[src/rtl/amax10_qsys_burst_read_master.sv]
// Avalon-MM burst read master: fetches a run of 32-bit words from a slave and
// streams them out in order through a show-ahead return FIFO.
//
// state | meaning
// ------+-----------------------------------------------------------------
// IDLE  | waiting for ctl_start; a zero-length start only pulses ctl_done
// ISSUE | issuing reads, throttled so every returned beat has a FIFO slot
// DRAIN | all reads accepted; waiting for returns and the last pop
module amax10_qsys_burst_read_master #(
    parameter int ADDR_WIDTH = 17,
    parameter int LEN_WIDTH  = 15,
    parameter int FIFO_DEPTH = 8
) (
    input  logic                  clk,
    input  logic                  reset_n,
    input  logic                  ctl_start,
    input  logic [ADDR_WIDTH-1:0] ctl_base,
    input  logic [LEN_WIDTH-1:0]  ctl_length,
    output logic                  ctl_busy,
    output logic                  ctl_done,
    output logic [ADDR_WIDTH-1:0] avm_address,
    output logic                  avm_read,
    output logic [3:0]            avm_byteenable,
    input  logic                  avm_waitrequest,
    input  logic [31:0]           avm_readdata,
    input  logic                  avm_readdatavalid,
    output logic [31:0]           src_data,
    output logic                  src_valid,
    input  logic                  src_ready
);
    localparam int PTR_W = $clog2(FIFO_DEPTH);
    localparam int CNT_W = PTR_W + 1;

    typedef enum logic [1:0] {S_IDLE, S_ISSUE, S_DRAIN} state_t;

    state_t               state;
    logic [LEN_WIDTH-1:0] remaining;
    logic [CNT_W-1:0]     outstanding;
    logic [CNT_W-1:0]     fifo_count;
    logic [PTR_W-1:0]     wr_ptr;
    logic [PTR_W-1:0]     rd_ptr;
    logic [31:0]          mem [FIFO_DEPTH];

    logic                 accept;
    logic                 wr_en;
    logic                 pop;
    logic [LEN_WIDTH-1:0] remaining_next;
    logic [CNT_W-1:0]     outstanding_next;
    logic [CNT_W-1:0]     count_next;
    logic [PTR_W-1:0]     rd_ptr_next;
    logic [CNT_W:0]       credit_sum;
    logic                 credit_ok;

    assign avm_byteenable = 4'hF;

    // Post-edge values of the counters; the credit decision for the next read
    // must use these so that an in-flight beat is never left without a slot.
    always_comb begin
        accept           = avm_read & ~avm_waitrequest;
        wr_en            = avm_readdatavalid & (outstanding != '0);
        pop              = src_valid & src_ready;
        remaining_next   = remaining - LEN_WIDTH'(accept);
        outstanding_next = outstanding + CNT_W'(accept) - CNT_W'(wr_en);
        count_next       = fifo_count + CNT_W'(wr_en) - CNT_W'(pop);
        rd_ptr_next      = rd_ptr + PTR_W'(pop);
        credit_sum       = {1'b0, outstanding_next} + {1'b0, count_next};
        credit_ok        = credit_sum < (CNT_W + 1)'(FIFO_DEPTH);
    end

    // Return-data storage; pointers and count carry the reset, not the array.
    always_ff @(posedge clk) begin
        if (wr_en) begin
            mem[wr_ptr] <= avm_readdata;
        end
    end

    // Sequencer, counters and registered outputs. Because the sum of
    // outstanding and FIFO occupancy only grows on acceptance, avm_read and
    // avm_address stay stable through any waitrequest stall.
    always_ff @(posedge clk or negedge reset_n) begin
        if (!reset_n) begin
            state       <= S_IDLE;
            remaining   <= '0;
            outstanding <= '0;
            fifo_count  <= '0;
            wr_ptr      <= '0;
            rd_ptr      <= '0;
            ctl_busy    <= 1'b0;
            ctl_done    <= 1'b0;
            avm_read    <= 1'b0;
            avm_address <= '0;
            src_valid   <= 1'b0;
            src_data    <= '0;
        end else begin
            ctl_done    <= 1'b0;
            outstanding <= outstanding_next;
            fifo_count  <= count_next;
            rd_ptr      <= rd_ptr_next;
            if (wr_en) begin
                wr_ptr <= wr_ptr + PTR_W'(1);
            end
            src_valid <= (count_next != '0);
            if (count_next != '0) begin
                // When the FIFO is (or becomes) empty apart from this beat,
                // the incoming word is the new head.
                src_data <= (fifo_count == CNT_W'(pop)) ? avm_readdata : mem[rd_ptr_next];
            end
            case (state)
                S_IDLE: begin
                    if (ctl_start) begin
                        if (ctl_length == '0) begin
                            ctl_done <= 1'b1;
                        end else begin
                            state       <= S_ISSUE;
                            ctl_busy    <= 1'b1;
                            avm_read    <= 1'b1;
                            avm_address <= {ctl_base[ADDR_WIDTH-1:2], 2'b00};
                            remaining   <= ctl_length;
                        end
                    end
                end
                S_ISSUE: begin
                    if (accept) begin
                        avm_address <= avm_address + ADDR_WIDTH'(4);
                    end
                    remaining <= remaining_next;
                    avm_read  <= (remaining_next != '0) && credit_ok;
                    if (remaining_next == '0) begin
                        state <= S_DRAIN;
                    end
                end
                S_DRAIN: begin
                    if (outstanding_next == '0 && count_next == '0) begin
                        state    <= S_IDLE;
                        ctl_busy <= 1'b0;
                        ctl_done <= 1'b1;
                    end
                end
                default: state <= S_IDLE;
            endcase
        end
    end
endmodule

[config.mk]
export PLATFORM = sky130hd
export DESIGN_NAME = amax10_qsys_burst_read_master
export DESIGN_NICKNAME = d
export VERILOG_FILES = /design/src/rtl/amax10_qsys_burst_read_master.sv
export SDC_FILE = /design/constraint.sdc
export NUM_CORES = 1
export LEC_CHECK = 0
export BUFFER_PORTS_ARGS = -buffer_cell sky130_fd_sc_hd__buf_4
export CORE_MARGIN = 5
export CORE_UTILIZATION = 55
export DETAILED_ROUTE_END_ITERATION = 16
export PLACE_DENSITY = 0.75
export SLEW_MARGIN = 10
export SYNTH_ARGS = -nofsm -noshare
export SYNTH_HDL_FRONTEND = slang
export SYNTH_SLANG_ARGS = --single-unit
[constraint.sdc]
create_clock -name clk -period 4.9 [get_ports clk]
set_input_delay 0.49 -clock clk [delete_from_list [all_inputs] [get_ports clk]]
set_output_delay 0.49 -clock clk [all_outputs]
set_load 0.05 [all_outputs]
## After elaboration in Yosys (flattened, before gate mapping)

Memory sizes are Yosys's and may differ from the RTL's.
Cells that the tools add are included.

| cells by class | value |
|---|---|
| multiply operators | 0 |
| equal/unequal tests | 8 |
| $add $sub $neg | 9 |
| bitwise gates (word level) | 4 |
| shift-type cells | 0 |
| reductions and logical operators | 16 |
| div/mod/pow operators | 0 |
| multiplexer cells | 24 |
| $lt $le $gt $ge | 1 |

Operators with widths:

| cell | count |
|---|---|
| $mux W17 | 3 |
| $pmux W17 S2 | 1 |
| $mux W32 | 1 |
| $logic_not A15 Y1 | 2 |
| $mux W15 | 2 |
| $pmux W15 S2 | 1 |
| $add A17 B3 Y17 const B | 1 |
| $reduce_bool A15 Y1 | 1 |
| $sub A15 B1 Y15 | 1 |
| $reduce_and A4 Y1 | 3 |
| $ne A2 B2 Y1 const B | 5 |
| $add A4 B1 Y4 | 2 |
| $logic_not A4 Y1 | 2 |
| $mux W1 | 8 |
| $mux W2 | 4 |
| $reduce_bool A4 Y1 | 2 |
| $sub A4 B1 Y4 | 2 |
| $pmux W1 S2 | 3 |
| $pmux W2 S3 | 1 |
| $add A4 B4 Y5 | 1 |
| $lt A5 B4 Y1 const B | 1 |
| $eq A4 B1 Y1 | 1 |
| $reduce_bool A2 Y1 | 2 |
| $add A3 B1 Y3 | 1 |
| other kinds (8) | 11 |

| word-level totals | value |
|---|---|
| memory bits (writable) | 256 |
| output and inout bits | 57 |
| bits in latches | 0 |
| memories | 1 |
| bits in registers | 84 |
| memory bits (read-only) | 0 |
| logic and storage cells | 75 |

Memories:

| memory | depth | width | rd ports | clocked after memory_dff | write ports | RTL line | text |
|---|---|---|---|---|---|---|---|
| mem | 8 | 32 | 1 | 0 | 1 | 42 | `logic [31:0] mem [FIFO_DEPTH];` |

## Longest topological paths before layout

Gate-level depths: netlist of run 1.

| depth | value |
|---|---|
| depth in word-level cells | 8 |
| depth in mapped cells | 17 |
| depth with buffers taken out | 16 |

## Worst setup path after synthesis of run 1

Ideal clock, no wire load.

| path | value |
|---|---|
| kind | flip-flop to flip-flop |
| from | register outstanding[2] |
| to | memory mem[0][0], enable pin |
| stages on the path, launching flop included | 8 |
| slack | 1174 ps |
| data required time | 4439 ps |
| period minus slack after synthesis | 3726 ps |
| data arrival time | 3265 ps |
| path buffers | 1 |
| cell sequence | dfrtp_1 -> inv_1 -> ha_1 -> nand2_1 -> and2_1 -> buf_1 -> nand2b_1 -> nor3_1 |

| between the ends | value |
|---|---|
| word-level cells in the longest chain between the ends | 4 |

RTL lines:

| what | RTL line | text |
|---|---|---|
| from (decl) | 38 | `logic [CNT_W-1:0] outstanding;` |
| from (signal assigned) | 96 | `outstanding <= outstanding_next;` |
| $reduce_bool A4 Y1 | 60 | `wr_en = avm_readdatavalid & (outstanding != '0);` |
| $and A1 B1 Y1 | 60 |  |
| $mux W1 | 72 | `if (wr_en) begin` |
| $mux W1 (not written as such) | 73 | `mem[wr_ptr] <= avm_readdata;` |
| to (decl) | 42 |  |

Every way passes these cells.

## Worst setup path after layout of run 1

| path | value |
|---|---|
| from | register outstanding[2] |
| to | register ctl_busy |

| between the ends | value |
|---|---|
| word-level cells in the longest chain between the ends | 8 |
| elaborated cells on any way between the ends | 11 |

RTL lines:

| what | RTL line | text |
|---|---|---|
| $reduce_bool A4 Y1 | 60 |  |
| $and A1 B1 Y1 | 60 |  |
| $add A4 B1 Y4 | 64 | `count_next = fifo_count + CNT_W'(wr_en) - CNT_W'(pop);` |
| $sub A4 B1 Y4 | 64 |  |
| net count_next[2] | 49 | `logic [CNT_W-1:0] count_next;` |
| $logic_not A4 Y1 | 133 | `if (outstanding_next == '0 && count_next == '0) begin` |
| $logic_and A1 B1 Y1 | 133 |  |
| $ne A2 B2 Y1 (no line) | -- |  |
| $reduce_and A4 Y1 (no line) | -- |  |
| to (signal assigned) | 88 | `ctl_busy <= 1'b0;` |
| to (signal assigned) | 115 | `ctl_busy <= 1'b1;` |
| to (signal assigned) | 135 | `ctl_busy <= 1'b0;` |
| to (decl) | 19 | `output logic ctl_busy,` |

The timed path passes the listed nets, and every way through them passes these cells.
A chain may end at the register's enable or synchronous reset.

==> results of run 1 <==
==> worst max-delay path, delay by kind of cell (launching register included) <==
kind            cells  cell delay [ns]
flops               1             0.32
simple gates        4             0.78
xor+xnor            1             0.21
buf+inv             4             0.80
compound gates      1             0.17
fa+ha+maj           4             1.07
==> cell usage in the layout, fill, tap and decap left out, types with 6 or more instances in the layout <==
| cell | synthesis | final |
|---|---|---|
| clkinv_2 | 0 | 7 |
| clkbuf_1 | 13 | 11 |
| mux2i_1 | 37 | 37 |
| edfxtp_1 | 256 | 256 |
| nor3_1 | 9 | 7 |
| inv_1 | 18 | 18 |
| nor2_1 | 55 | 49 |
| conb_1 | 2 | 6 |
| o21ai_1 | 9 | 9 |
| o22ai_1 | 14 | 14 |
| ha_1 | 18 | 16 |
| xor2_1 | 7 | 6 |
| buf_4 | 11 | 134 |
| nand2_1 | 75 | 75 |
| nand3_1 | 10 | 10 |
| nand2b_1 | 7 | 7 |
| o21ai_0 | 42 | 42 |
| dfrtp_1 | 82 | 82 |
| clkbuf_16 | 0 | 35 |
| a21oi_1 | 80 | 80 |
| nor2_4 | 0 | 6 |
| mux4_2 | 64 | 64 |
==> stage by stage <==
stage	power, W	worst slack (ns)	hold WS [ns]	util [%]	instances
after floorplan	0.00765	1.17	0.194	-	908
after CTS	0.0116	1.42	0.193	65.5	1383
after global routing	0.0122	1.18	0.198	65.5	1383
after detailed placement	0.00903	1.43	0.471	61.2	1320
final	0.0115	1.44	0.210	65.5	1383
after global placement	0.00888	1.53	0.462	61.2	1320
==> registers in the layout (all words and copies together), names as in the netlist, 2 cells and up <==
name and cells:
mem 256, state 2, outstanding 4, wr_ptr 3
avm_address 15, src_data 32, fifo_count 4, remaining 15
rd_ptr 3
==> power by group through the flow <==
stage               Clock [W]  Combinational (W)  Sequential, W
detailed placement          0            0.00484        0.00419
global placement            0            0.00472        0.00415
CTS                   0.00257            0.00488        0.00414
finish                0.00252            0.00481        0.00414
floorplan                   0            0.00284        0.00481
global route          0.00271            0.00525        0.00421
==> what timing repair did <==
action / CTS / global route
endpoints found under the hold margin: 35 / 0
hold buffers: 1 / 0
setup buffers: 0 / 0
==> final cells by class <==
| class | instances | share of cell area, % |
|---|---|---|
| Tap cell | 330 | 2.50 |
| Multi-Input combinational cell | 499 | 25.4 |
| Clock buffer | 49 | 5.79 |
| Inverter | 18 | 0.408 |
| Sequential cell | 338 | 58.9 |
| Clock inverter | 13 | 0.794 |
| Timing Repair Buffer | 136 | 6.26 |
==> path summary, 6_finish.rpt <==
check / from / end / slack [ns] / cells after the start
setup / recovery: outstanding[2] / ctl_busy / 1.44 / 14
hold / removal: avm_readdata[23] / mem[2][23] / 0.21 / 1
max in group asynchronous: reset_n / src_data[27] / 3.37 / 3
hold reg to reg: src_data[7] / src_data[7] / 0.48 / 2
setup reg to reg: outstanding[2] / ctl_busy / 1.44 / 14
min in group asynchronous: reset_n / remaining[8] / 0.48 / 2
==> per-layer routing <==
metal	vias to the layer above	routed length (µm)
met5	-	0
met4	0	488
met3	38	1450
met2	220	15100
met1	4088	12200
li1	3714	-
==> cell families (layout without fill, tap and decap cells) <==
family | count (synthesis) | count (layout)
AOI/OAI and AO/OA | 173 | 173
xor gates and xnor gates | 11 | 11
adders and majority gates | 20 | 20
buffers and inverters | 71 | 216
DFF | 338 | 338
muxes | 101 | 101
other | 2 | 6
and+or+nand+nor | 188 | 188
==> flow_summary.json, run 1 <==
{
  "synth_top_area_cell": "edfxtp_1",
  "p_leak_nw": 6.12,
  "fin_crit_sh_pct": 70.7,
  "clkPwrFrac_pct": 22.0,
  "synthArstFlopShare_pct": 24.3,
  "ir_worst_vdd_mv": 0.539,
  "synth_xor_area_share_pct": 0.681,
  "cts_tree": "built",
  "synth_compound_area_share_pct": 6.97,
  "clkSinkCount": 338,
  "dp_hpwl_um": 17500,
  "synth_area_leaders": "edfxtp_1 (54%), dfrtp_1 (15%), mux4_2 (10%)",
  "fin_tns_setup_ns": 0,
  "place_congestion": 0.837,
  "tightest_slew_ns": 1.19,
  "die-area_um2": 29000,
  "status": "finished clean",
  "worst_path_max_delay_cell": "buf_4",
  "die-width_um": 170,
  "crit_type": "reg -> reg",
  "max_stage_delay_ns": 0.58,
  "drc": 0,
  "track_usage_pct": 20.6,
  "drive_gt1_share_pct": 26.5,
  "synth_flop_cell": "edfxtp_1",
  "p_comb_share_pct": 41.9,
  "multi_input_area_um2": 4200,
  "critical_path.max_fanout": 67,
  "final_nets": 1117,
  "setup_viol": 0,
  "drt_pre_antenna_iters": 5,
  "power.switching_w": 0.00430,
  "grt_pass1_wl_um": 46500,
  "synthSimpleGateAreaFrac_pct": 6.37,
  "yosysWarnings": 0,
  "synth.avg_cell_area_um2": 15.6,
  "port_buffers": 118,
  "nFillCells": 1782,
  "yosys.cell_types.count": 57,
  "cp-start-kind": "flop",
  "ant_nets": 0,
  "hold_viol": 0,
  "synth_mux_area_share_pct": 12.8,
  "core_area_um2": 25300,
  "crit_chain": "inv_1 > ha_1 > nand2_1 > and2_1 > inv_1 > ha_1 > inv_1 > ha_1 > fa_1 > xor2_1 > nor4_4 > buf_4 > nand3_1 > a2bb2oi_1",
  "cts_buffers": 34,
  "antenna_cells": 0,
  "seq_power_share_pct": 36.1,
  "grt_util_met1_pct": 28.1,
  "grtUsageMet2_pct": 35.1,
  "viasPerCell": 5.83,
  "arrival_ns": 3.85,
  "placed_area_um2": 15400,
  "clk_path_buf_depth": 3,
  "gr-usage-met3_pct": 3.60,
  "std_cell_rows": 58,
  "via_count": 8060,
  "yosysSeqAreaShare_pct": 68.9,
  "start_util_pct": 56.0,
  "synth_area_um2": 14100,
  "area_delta_synth_final_pct": 17.0,
  "grt_setup_unrepaired": "false",
  "fin_skew_ns": 0.0102,
  "p_sw_share_pct": 37.5,
  "yosysMostFrequentCell": "edfxtp_1",
  "io_pins": 127,
  "drt_iter0_drc": 667,
  "grt_busiest_layer": "met2",
  "grt_overflow": 0,
  "synthTopCellsByCount": "edfxtp_1 (256), dfrtp_1 (82), a21oi_1 (80)",
  "drt-total-wl_um": 29200,
  "clk_latency_ns": 0.52,
  "grt_max_degree": 68,
  "die_y_um": 170,
  "yosysTopAreaCellShare_pct": 54.3,
  "htree_num_levels": 2,
  "crit_required_ns": 5.28,
  "p_int_w": 0.00717,
  "clk_pin_slew_ns": 0.06,
  "grt_pass1_vias": 8419,
  "min_period_ns": 3.46,
  "root_buffer": "clkbuf_16",
  "antenna_found_initial": 0,
  "drv_cap": 0,
  "power.density_nw_per_um2": 693,
  "fin_area_um2": 16500,
  "drv_slew": 0,
  "synth-edff-count": 256,
  "synth-seq-cells": 338,
  "synth_top_family_by_area": "multiplexers",
  "seq_area_um2": 9740,
  "wire_per_inst_um": 21.1,
  "hp-class": "in -> reg",
  "crit_path_end_kind": "flop",
  "max_freq_mhz": 289,
  "netlist_instances": 904,
  "synth-adder-area-share_pct": 1.88,
  "cts_resized": 0,
  "relSlewSlack_pct": 20.9
}
No activity file was read; power rests on OpenSTA's default activity.
==> inputs of run 2 (changes only) <==
ABC_AREA = 1   (was unset)
PLACE_DENSITY = 0.74   (was 0.75)
clock period = 3.2 ns   (was 4.9 ns; I/O delays follow)
==> run 2 against run 1 <==
Core utilization increased by 0.13 points. Die area increased by 3.6%. Final cell count increased by 26%. Final area increased by 4.0%. Total power increased by 60%. Count of clock-buffer cells in the layout decreased by 3. Synthesized cell count increased by 41%. Largest cell class unchanged.
==> flow_summary.json, run 2 <==
{
  "status": "finished clean",
  "synth_area_leaders": "edfxtp_1 (52%), dfrtp_1 (14%), nor2_1 (5.2%)",
  "synth-seq-cells": 338,
  "relSlewSlack_pct": 23.1,
  "via_count": 10200,
  "synth_area_um2": 14700,
  "core_area_um2": 26200,
  "die-area_um2": 30100,
  "drive_gt1_share_pct": 17.9,
  "p_leak_nw": 6.47,
  "reg2reg_to": "avm_read",
  "synth.avg_cell_area_um2": 11.5,
  "synthArstFlopShare_pct": 24.3,
  "root_buffer": "clkbuf_16",
  "grt_setup_unrepaired": "false",
  "holdCritStartpoint": "avm_readdata[31]",
  "yosys.cell_types.count": 47,
  "final_nets": 1473,
  "post_cts_buffers": 0,
  "arrival_ns": 3.36,
  "power.density_nw_per_um2": 1070,
  "fin_tns_setup_ns": 0,
  "grt_pass1_wl_um": 54200,
  "die_y_um": 173,
  "hp-class": "in -> reg",
  "crit_required_ns": 3.64,
  "largest_register_ffs": 256,
  "antenna_cells": 0,
  "drc": 0,
  "hold_viol": 0,
  "clkSinkCount": 338,
  "fin_crit_sh_pct": 91.5,
  "htree_num_levels": 2,
  "top_register": "mem",
  "viasPerCell": 5.86,
  "crit_type": "reg -> reg",
  "synth_top_area_cell": "edfxtp_1",
  "place_congestion": 0.840,
  "synth-edff-count": 256,
  "hold_end": "mem[3][31]",
  "whs_path_depth": 1,
  "area_delta_synth_final_pct": 17.2,
  "grt_max_degree": 81,
  "nFillCells": 1925,
  "yosysMostFrequentCell": "edfxtp_1",
  "drt-total-wl_um": 33600,
  "std_cell_rows": 59,
  "clk_path_buf_depth": 3,
  "clk_latency_ns": 0.52,
  "drv_cap": 0,
  "synthTopCellsByCount": "edfxtp_1 (256), nor2_1 (205), nand2_1 (135)",
  "reg2reg_from": "outstanding[2]",
  "hold_ws_ns": 0.0419,
  "fin_skew_ns": 0.0201,
  "crit_path_end_kind": "flop",
  "setup_viol": 0,
  "tightest_slew_ns": 1.15,
  "drt_pre_antenna_iters": 6,
  "rrSetupSlack_ns": 0.27,
  "layout_commonest_cell": "edfxtp_1",
  "reg_top3": "mem x256, src_data x32",
  "cts_buffers": 36,
  "min_period_ns": 2.93,
  "dp_hpwl_um": 19700,
  "drt_iter0_drc": 1000,
  "drv_slew": 0,
  "grt_overflow": 0,
  "yosysTopAreaCellShare_pct": 52.4,
  "synth_flop_cell": "edfxtp_1",
  "yosysWarnings": 0,
  "final_cell_mix": "edfxtp_1 (256), nor2_1 (196), buf_4 (138)",
  "ir_worst_vdd_mv": 0.739,
  "start_util_pct": 56.0,
  "yosysSeqAreaShare_pct": 66.3,
  "clk_pin_slew_ns": 0.06,
  "max_freq_mhz": 341,
  "ff2ff_path_depth": 13,
  "netlist_instances": 1272,
  "io_pins": 127,
  "track_usage_pct": 22.1,
  "die-width_um": 173,
  "wire_per_inst_um": 19.3,
  "ant_nets": 0,
  "cp-start-kind": "flop",
  "cts_tree": "built",
  "port_buffers": 118,
  "grt_pass1_vias": 10400,
  "antenna_found_initial": 0,
  "critical_path.max_fanout": 4
}
run 2: routing by layer:
layer	global-route usage [%]	part of all wire [%]	vias up
met5	0	0	-
met1	29.8	42	4993
li1	-	-	4793
met2	36.9	49	371
met4	6.62	2.2	0
met3	4.12	7.1	57
run 2: repair_timing:
action,in CTS,in global routing
hold endpoints to repair,39,0
hold buffers,1,0
resized for setup,0,5
endpoints found under the setup margin,0,26
run 2: critical path, cell delays in order, from the launching register on:
cell and delay [ns]:
dfrtp_1 0.32, inv_1 0.05, ha_1 0.20, a21boi_2 0.18, inv_1 0.10, ha_1 0.28, inv_1 0.04, ha_1 0.20
fa_1 0.41, xor2_2 0.20, ha_1 0.28, a2111oi_2 0.37, nand2_1 0.11, a21oi_2 0.11
run 2: cells by family after synthesis:
logic type	synth area share [%]
AO/OA/AOI/OAI	12.2
buffers and inverters	4.36
other	0.0512
XOR/XNOR	0.759
adder cells (fa/ha/maj)	1.81
AND/OR/NAND/NOR	14.5
flip-flops	66.3
run 2: power by group:
group          internal [W]  leakage (nW)  switching [W]
combinational       0.00262          2.59        0.00537
clock               0.00253         0.578        0.00164
sequential          0.00578          3.29       0.000459
total                0.0109          6.47        0.00746
run 2: stage by stage:
stage               area (µm²)  setup slack (ns)  instances  util, %  power, W
floorplan                14700             0.197       1276        -    0.0118
global placement         16000             0.133       1679     61.0    0.0139
detailed placement       16000            0.0996       1679     61.0    0.0142
CTS                      17200            0.0722       1743     65.6    0.0184
global route             17200            0.0358       1743     65.7    0.0196
finish                   17200             0.271       1743     65.7    0.0184
run 2: layout make-up:
type | instances | area, µm² | area share [%]
inverter | 56 | 214 | 1.24
clock inverter | 17 | 229 | 1.33
tap | 335 | 419 | 2.44
timing repair buffer | 148 | 1230 | 7.13
sequential | 338 | 9740 | 56.6
multi-input combinational | 803 | 4420 | 25.7
clock buffer | 46 | 958 | 5.57
run 2: worst max-delay path by stage:
| stage | startpoint | slack [ns] | end |
|---|---|---|---|
| floorplan | outstanding[2] | 0.20 | mem[0][0] |
| global placement | outstanding[2] | 0.13 | avm_read |
| detailed placement | outstanding[2] | 0.1 | avm_read |
| CTS | outstanding[2] | 0.07 | avm_read |
| global route | outstanding[2] | 0.04 | avm_read |
| finish | outstanding[2] | 0.27 | avm_read |
==> inputs of run 3 (changes only) <==
==> constraint.sdc (replaced) <==
create_clock -name clk -period 3.2 [get_ports clk]
set_input_delay 0.16 -clock clk [delete_from_list [all_inputs] [get_ports clk]]
set_output_delay 0.16 -clock clk [all_outputs]
set_load 0.05 [all_outputs]
==> run 3 against run 2 <==
Non-clock buffer count is 58 higher. Worst hold slack got worse by 0.029 ns. Clock power is 4.8% lower. Worst setup slack got worse by 0.0099 ns. Wire length is 2.9% higher. Critical endpoint is now src_data[28]. Register-to-register slack is essentially flat. Core utilization rose by 2.1 points. Critical path type unchanged. First-iteration DRC count fell by 6.4%.
==> flow_summary.json, run 3 (synthesized netlist as in run 2, its figures left out) <==
{
  "status": "finished clean",
  "gr-usage-met3_pct": 4.06,
  "drt-total-wl_um": 34500,
  "post_cts_buffers": 0,
  "power.density_nw_per_um2": 1030,
  "grt_pass1_wl_um": 55900,
  "setup_viol": 0,
  "reg_top3": "mem x256, src_data x32",
  "worst_path_max_delay_cell": "fa_1",
  "htree_num_levels": 2,
  "drc": 0,
  "viasPerCell": 5.81,
  "ff2ff_path_depth": 14,
  "drive_gt1_share_pct": 17.1,
  "clkSinkCount": 338,
  "root_buffer": "clkbuf_16",
  "ir_worst_vdd_mv": 0.857,
  "whs_path_depth": 3,
  "min_period_ns": 2.94,
  "start_util_pct": 56.0,
  "place_congestion": 0.857,
  "core_area_um2": 26200,
  "max_stage_delay_ns": 0.41,
  "clk_pin_slew_ns": 0.06,
  "antenna_found_initial": 1,
  "rrSetupSlack_ns": 0.26,
  "critical_path.max_fanout": 52,
  "hold_viol": 0,
  "drv_slew": 0,
  "largest_register_ffs": 256,
  "top_register": "mem",
  "arrival_ns": 3.33,
  "ant_nets": 0,
  "relSlewSlack_pct": 24.0,
  "crit_required_ns": 3.59,
  "crit_path_end_kind": "flop",
  "cts_buffers": 35,
  "crit_chain": "inv_1 > ha_1 > a21boi_2 > inv_1 > ha_1 > inv_1 > ha_1 > fa_1 > xor2_2 > nor3_1 > nand3_2 > buf_12 > nor2_1 > a31oi_1",
  "drv_cap": 0,
  "fin_crit_sh_pct": 91.8,
  "grtUsageMet2_pct": 38.7,
  "area_delta_synth_final_pct": 21.0,
  "crit_buf_inv": 4,
  "std_cell_rows": 59,
  "via_count": 10500,
  "hold_end": "remaining[5]",
  "holdCritStartpoint": "ctl_length[5]",
  "port_buffers": 118,
  "crit_family": "adder cells",
  "grt_pass1_vias": 10600,
  "crit_type": "reg -> reg",
  "fin_skew_ns": 0.0157,
  "max_freq_mhz": 340,
  "placed_area_um2": 16000,
  "reg2reg_from": "outstanding[2]",
  "die-width_um": 173,
  "grt_busiest_layer": "met2",
  "track_usage_pct": 23.0,
  "tightest_slew_ns": 1.14,
  "final_cell_mix": "edfxtp_1 (256), nor2_1 (195), nand2_1 (135)",
  "reg2reg_to": "src_data[28]",
  "cts_tree": "built",
  "dp_hpwl_um": 19600,
  "cp-start-kind": "flop",
  "p_leak_nw": 6.69,
  "fin_tns_setup_ns": 0,
  "hp-class": "in -> reg",
  "fin_area_um2": 17800,
  "die-area_um2": 30100,
  "clk_latency_ns": 0.53,
  "fin_total_pwr_w": 0.0184,
  "drt_pre_antenna_iters": 5,
  "layout_commonest_cell": "edfxtp_1",
  "grt_overflow": 0,
  "drt_iter0_drc": 936,
  "wire_per_inst_um": 19.2,
  "grt_util_met1_pct": 31.1,
  "final_nets": 1530,
  "grt_max_degree": 130,
  "io_pins": 127,
  "die_y_um": 173,
  "clk_path_buf_depth": 3
}
run 3: through the flow:
stage | utilization (%) | std cells | hold WS (ns) | setup WS [ns]
6_report | 67.8 | 1803 | 0.0124 | 0.261
3_5_place_dp | 61.1 | 1678 | 0.231 | 0.0735
3_3_place_gp | 61.1 | 1678 | 0.232 | 0.186
4_1_cts | 67.7 | 1802 | 0.00639 | 0.0576
2_1_floorplan | - | 1276 | -0.136 | 0.197
5_1_grt | 67.8 | 1803 | 0.0274 | -0.000158
run 3: worst max path at each step:
stage | from | end | slack, ns | cells after the start
after floorplan | outstanding[2] | mem[0][0] | 0.20 | 6
after global placement | outstanding[2] | avm_read | 0.19 | 13
after detailed placement | outstanding[2] | avm_read | 0.07 | 13
after CTS | outstanding[2] | avm_read | 0.06 | 13
after global routing | outstanding[2] | state[1] | -0.0002 | 16
final | outstanding[2] | src_data[28] | 0.26 | 14
run 3: timing repair:
item                                   in CTS  in global routing
hold buffers                               60                  0
resized for setup                           0                  5
setup endpoints to repair                   0                  5
endpoints found under the hold margin     362                  0
run 3: cell type report:
cell class              count  area, µm²
diodes                      1       2.50
clock buffers              47        931
clock inverters            17        195
fillers                  1825       8440
multi-input cells         803       4420
inverters                  56        214
flip-flops and latches    338       9740
repair buffers            206       1850
well taps                 335        419
run 3: power breakdown:
part           switching [W]  internal [W]
clock                0.00166       0.00231
combinational        0.00544       0.00271
sequential          0.000463       0.00578
run 3: per-layer routing:
metal | up-vias | wire length (µm)
li1 | 4901 | -
met1 | 5099 | 14400
met2 | 416 | 17000
met3 | 54 | 2360
met4 | 0 | 756
met5 | - | 0
run 3: worst register-to-register path: stages (launching register included):
cell and delay, ns:
dfrtp_1 0.33, inv_1 0.05, ha_1 0.20, a21boi_2 0.16, inv_1 0.10, ha_1 0.28
inv_1 0.04, ha_1 0.19, fa_1 0.41, xor2_2 0.18, nor3_1 0.22, nand3_2 0.19
buf_12 0.23, nor2_1 0.16, a31oi_1 0.06
